## src/rtl/cv32e40p_pkg.sv

```systemverilog
// Shared multiplier types: opcode encoding, operand/control bundle and
// the issue controller state encoding.
package cv32e40p_pkg;

    typedef enum logic [2:0] {
        MUL_MAC32 = 3'b000,
        MUL_MSU32 = 3'b001,
        MUL_I     = 3'b010,
        MUL_IR    = 3'b011,
        MUL_DOT8  = 3'b100,
        MUL_DOT16 = 3'b101,
        MUL_H     = 3'b110
    } mul_opcode_e;

    typedef struct packed {
        mul_opcode_e operator;
        logic        short_subword;
        logic [1:0]  short_signed;
        logic [31:0] op_a;
        logic [31:0] op_b;
        logic [31:0] op_c;
        logic [4:0]  imm;
        logic [1:0]  dot_signed;
        logic [31:0] dot_op_a;
        logic [31:0] dot_op_b;
        logic [31:0] dot_op_c;
        logic        is_clpx;
        logic [1:0]  clpx_shift;
        logic        clpx_img;
    } mult_req_t;

    localparam int MULT_REQ_W = $bits(mult_req_t);

    typedef enum logic {
        IDLE = 1'b0,
        BUSY = 1'b1
    } mult_issue_state_e;

endpackage

```

## src/rtl/cv32e40p_mult_rsp_reg.sv

```systemverilog
// One-entry valid/ready holding register. The owner must only assert load
// while free is high; a load in the same cycle as a consume replaces the entry.
module cv32e40p_mult_rsp_reg #(
    parameter int W = 8
) (
    input  logic         clk,
    input  logic         rst,
    input  logic         load,
    input  logic [W-1:0] load_data,
    input  logic         ready,
    output logic         valid,
    output logic [W-1:0] data,
    output logic         free
);

    assign free = !valid || ready;

    always_ff @(posedge clk) begin
        if (rst) begin
            valid <= 1'b0;
            data  <= '0;
        end else if (load) begin
            valid <= 1'b1;
            data  <= load_data;
        end else if (ready) begin
            valid <= 1'b0;
        end
    end

endmodule

```

## src/rtl/cv32e40p_mult_issue.sv

```systemverilog
// Issues multiply commands to cv32e40p_mult, holds enable until the result is
// taken, and returns result, tag, enable-cycle count and multicycle flag.
module cv32e40p_mult_issue
    import cv32e40p_pkg::*;
#(
    parameter int TAG_W = 4,
    parameter int CNT_W = 4
) (
    input  logic             clk,
    input  logic             rst,
    input  logic             req_valid_i,
    output logic             req_ready_o,
    input  mult_req_t        req_i,
    input  logic [TAG_W-1:0] req_tag_i,
    output logic             mult_enable_o,
    output mult_req_t        mult_req_o,
    output logic             mult_ex_ready_o,
    input  logic [31:0]      mult_result_i,
    input  logic             mult_ready_i,
    input  logic             mult_multicycle_i,
    output logic             rsp_valid_o,
    input  logic             rsp_ready_i,
    output logic [31:0]      rsp_result_o,
    output logic [TAG_W-1:0] rsp_tag_o,
    output logic [CNT_W-1:0] rsp_cycles_o,
    output logic             rsp_multi_o
);

    localparam int RSP_W = 32 + TAG_W + CNT_W + 1;

    mult_issue_state_e state;
    mult_req_t         cmd;
    logic [TAG_W-1:0]  tag;
    logic [CNT_W-1:0]  cnt;
    logic [CNT_W-1:0]  cnt_inc;
    logic              multi;
    logic              busy;
    logic              slot_free;
    logic              complete;
    logic              accept;
    logic [RSP_W-1:0]  rsp_data;

    assign busy     = (state == BUSY);
    assign complete = busy && mult_ready_i && slot_free;
    assign accept   = req_valid_i && req_ready_o;
    assign cnt_inc  = (cnt == {CNT_W{1'b1}}) ? cnt : cnt + 1'b1;

    // The multiplier only advances past a result when ex_ready is high, so
    // tying it to slot_free makes the multiplier hold its result for us.
    assign req_ready_o     = !busy || complete;
    assign mult_enable_o   = busy;
    assign mult_ex_ready_o = busy && slot_free;
    assign mult_req_o      = busy ? cmd : '0;

    always_ff @(posedge clk) begin
        if (rst) begin
            state <= IDLE;
            cmd   <= '0;
            tag   <= '0;
            cnt   <= '0;
            multi <= 1'b0;
        end else if (accept) begin
            state <= BUSY;
            cmd   <= req_i;
            tag   <= req_tag_i;
            cnt   <= '0;
            multi <= 1'b0;
        end else if (complete) begin
            state <= IDLE;
        end else if (busy) begin
            cnt   <= cnt_inc;
            multi <= multi | mult_multicycle_i;
        end
    end

    // The completion cycle itself counts, hence cnt_inc and the live multicycle bit.
    cv32e40p_mult_rsp_reg #(.W(RSP_W)) u_rsp (
        .clk       (clk),
        .rst       (rst),
        .load      (complete),
        .load_data ({mult_result_i, tag, cnt_inc, multi | mult_multicycle_i}),
        .ready     (rsp_ready_i),
        .valid     (rsp_valid_o),
        .data      (rsp_data),
        .free      (slot_free)
    );

    assign {rsp_result_o, rsp_tag_o, rsp_cycles_o, rsp_multi_o} = rsp_data;

endmodule
```

## config.mk

```make
export PLATFORM = sky130hd
export DESIGN_NAME = cv32e40p_mult_issue
export DESIGN_NICKNAME = d
export VERILOG_FILES = /design/src/rtl/cv32e40p_pkg.sv /design/src/rtl/cv32e40p_mult_rsp_reg.sv /design/src/rtl/cv32e40p_mult_issue.sv
export SDC_FILE = /design/constraint.sdc
export NUM_CORES = 1
export LEC_CHECK = 0
export ABC_AREA = 1
export BUFFER_PORTS_ARGS = -buffer_cell sky130_fd_sc_hd__buf_2
export CAP_MARGIN = 10
export CORE_AREA = 2 2 196 198
export DETAILED_ROUTE_END_ITERATION = 10
export DIE_AREA = 0 0 198 200
export GPL_TIMING_DRIVEN = 0
export PLACE_DENSITY = 0.63
export SYNTH_ARGS = -nofsm -noshare
export SYNTH_HDL_FRONTEND = slang
export SYNTH_SLANG_ARGS = --single-unit
```

## constraint.sdc

```tcl
create_clock -name clk -period 2.1 [get_ports clk]
set_clock_uncertainty 0.05 [all_clocks]
set_input_delay 0.63 -clock clk [delete_from_list [all_inputs] [get_ports clk]]
set_output_delay 0.63 -clock clk [all_outputs]
set_load 0.02 [all_outputs]
```

==> impl_metrics.env <==
export IMPL_post_place_ws_ps=-1190
export IMPL_setup_worst_path_start_class="register"
export IMPL_grt_util_all_layers_pct=23.2
export IMPL_yosysWarningCount=0
export IMPL_grt_max_degree=20
export IMPL_cp_required_ps=1420
export IMPL_fin_tns_setup_ps=-45080
export IMPL_end_kind="output port"
export IMPL_setup_ws_ps=-281
export IMPL_fin_crit_sh_pct=113
export IMPL_die_height_um=200
export IMPL_r2r_slack_ps=130
export IMPL_dp_hpwl_mm=36.0
export IMPL_first_iter_violations=644
export IMPL_grt_pass1_wl_mm=72.8
export IMPL_path_max_fanout=7
export IMPL_syn_avg_cell_area_um2=6.13
export IMPL_gp_congestion=0.908
export IMPL_clk_pin_slew_ps=60
export IMPL_powerDensity_nw_per_um2=721
export IMPL_min_path_cells=3
export IMPL_core_rowCount=71
export IMPL_ys_types=15
export IMPL_first_pass_iters=5
export IMPL_drv_slew=0
export IMPL_clock_sinks=261
export IMPL_setup_violations=211
export IMPL_critPathArrivalTime_ps=1700
export IMPL_failed_checks="setup timing"
export IMPL_fin_cells=3190
export IMPL_h_tree_depth=1
export IMPL_clock_path_buffers=3
export IMPL_tightest_slew_ps=777
export IMPL_clock_latency_ps=550
export IMPL_ys_ff_latch=261
export IMPL_rsz0062_at_grt="yes"
export IMPL_placedCellCount=3096
export IMPL_r2r_cells=12
export IMPL_hold_viol_final=0
export IMPL_initial_core_util_pct=34.1
export IMPL_fillers=3635
export IMPL_fmax_ghz=0.420
export IMPL_ios=505
export IMPL_utilization_pct=53.9
export IMPL_p_total_mw=14.5
export IMPL_overflow=0
export IMPL_cts_tree="built"
export IMPL_die_area_um2=39600
export IMPL_drtAntennaViolNets=0
export IMPL_viasPerCell=4.63
export IMPL_ys_seq_area_share_pct=40.9
export IMPL_drive_gt1_share_pct=36.7
export IMPL_antenna_found_initial=11
export IMPL_remaining_drc_errors=0
export IMPL_vias=14780
export IMPL_io_buffers=503
export IMPL_ir_drop_uv=603
export IMPL_syn_nets=2334
export IMPL_numCtsBuffers=30
export IMPL_power_leakage_nw=12.0
export IMPL_min_period_ps=2380
export IMPL_relSlewSlack_pct=48.2
export IMPL_die_x_um=198
export IMPL_fin_nets=2903
export IMPL_area_growth_pct=57.9
export IMPL_hold_class="primary input to register"
export IMPL_core_area_um2=37400
export IMPL_routed_wl_mm=49.3
export IMPL_cap_violations=0
export IMPL_path_class="register to output port"
export IMPL_synth_area_um2=12800
export IMPL_synthCells=2082
export IMPL_wl_per_cell_um=15.5
export IMPL_grt_pass1_vias=13851
export IMPL_root_buffer="clkbuf_16"
export IMPL_status="finished, violations left"
==> worst max-delay path, cell delays in order, from the launching register on <==
cell and delay (ps):
dfxtp_4 390, clkbuf_16 180, clkbuf_16 180, buf_8 130, nand2_1 70, inv_1 70, buf_6 110
==> cell type report <==
class	instances	area (µm²)	area share (%)
clock buffer	44	895	4.44
antenna	9	22.5	0.112
timing repair buffer	541	4440	22.0
buffer	151	1010	5.03
inverter	436	1650	8.21
tap	511	639	3.17
sequential	261	5230	26.0
multi-input combinational	1230	6140	30.5
clock inverter	7	116	0.578
==> stage by stage <==
| step | hold WS, ps | instance area (µm²) |
|---|---|---|
| 6_report | 266 | 20100 |
| 5_1_grt | 255 | 20100 |
| 4_1_cts | 239 | 19300 |
| 3_5_place_dp | 393 | 15900 |
| 3_3_place_gp | 385 | 15900 |
| 2_1_floorplan | 376 | 12800 |
==> cells by family after synthesis <==
| family | after synthesis | share of synthesized area (%) |
|---|---|---|
| compound gates | 265 | 10.4 |
| fa+ha+maj | 1 | 0.0980 |
| buf+inv | 591 | 18.1 |
| flops | 261 | 40.9 |
| simple gates | 964 | 30.5 |
==> path summary, 6_finish.rpt <==
path / endpoint / from
setup / recovery: mult_req_o[130] / mult_enable_o$_SDFFE_PP0P_
hold / removal: u_rsp.data[40]$_SDFFE_PP0P_ / mult_result_i[31]
hold reg to reg: multi$_SDFFE_PP0P_ / multi$_SDFFE_PP0P_
setup reg to reg: cmd[139]$_SDFFE_PP0P_ / mult_enable_o$_SDFFE_PP0P_
==> metal layers <==
layer  GRT usage (%)  vias up  part of all wire (%)
li1                -     7356                     -
met1            28.1     6797                    41
met2            40.2      522                    49
met3            5.23      101                   6.9
met4            9.02        4                   3.3
met5               0        -                 0.059
==> synth_stat cells, drive strengths merged <==
library cell / n / share of area (%)
inv: 436 / 13
nor3: 1 / 0.039
buf: 60 / 2.5
nor2: 293 / 8.6
dfxtp: 261 / 41
o21ai: 41 / 1.6
a21oi: 224 / 8.8
ha: 1 / 0.098
nand2: 455 / 13
nand3: 215 / 8.4
clkbuf: 95 / 2.8
==> report_power, final <==
group	switching [mW]	internal [mW]	leakage (nW)
combinational	1.96	1.49	9.35
clock	2.08	3.28	0.494
sequential	0.326	5.38	2.16
total	4.36	10.2	12.0
==> layout by cell type, fill, tap and decap left out <==
| cell | n |
|---|---|
| dfxtp_1 | 260 |
| clkinvlp_4 | 1 |
| nand2_4 | 99 |
| nand3_1 | 215 |
| clkinv_4 | 1 |
| clkbuf_2 | 1 |
| o21ai_0 | 41 |
| bufinv_16 | 3 |
| inv_1 | 273 |
| buf_2 | 327 |
| inv_4 | 7 |
| dfxtp_4 | 1 |
| buf_12 | 7 |
| inv_2 | 156 |
| buf_4 | 33 |
| buf_1 | 6 |
| clkbuf_1 | 86 |
| a21oi_2 | 1 |
| nor2_1 | 293 |
| nand2_2 | 66 |
| buf_8 | 15 |
| buf_6 | 192 |
| nor3_1 | 1 |
| clkbuf_4 | 4 |
| diode_2 | 9 |
| clkbuf_8 | 7 |
| ha_1 | 1 |
| a21oi_1 | 223 |
| nand2_1 | 290 |
| clkbuf_16 | 55 |
| clkinv_2 | 2 |
| buf_16 | 3 |
==> flip-flops by register name, summed over array words and instances (netlist names) <==
register and count:
u_rsp.valid 1, mult_enable_o 1, cmd 209, multi 1, u_rsp.data 41, cnt 4, tag 4
==> repair_timing <==
| item | in CTS | in global routing |
|---|---|---|
| pin swaps | 5 | 1 |
| gates resized for setup | 696 | 258 |
| hold buffers | 0 | 0 |
| setup buffers | 11 | 7 |
| endpoints found under the setup margin | 251 | 272 |
| cloned | 13 | 10 |
(Power assumes the default switching activity.)
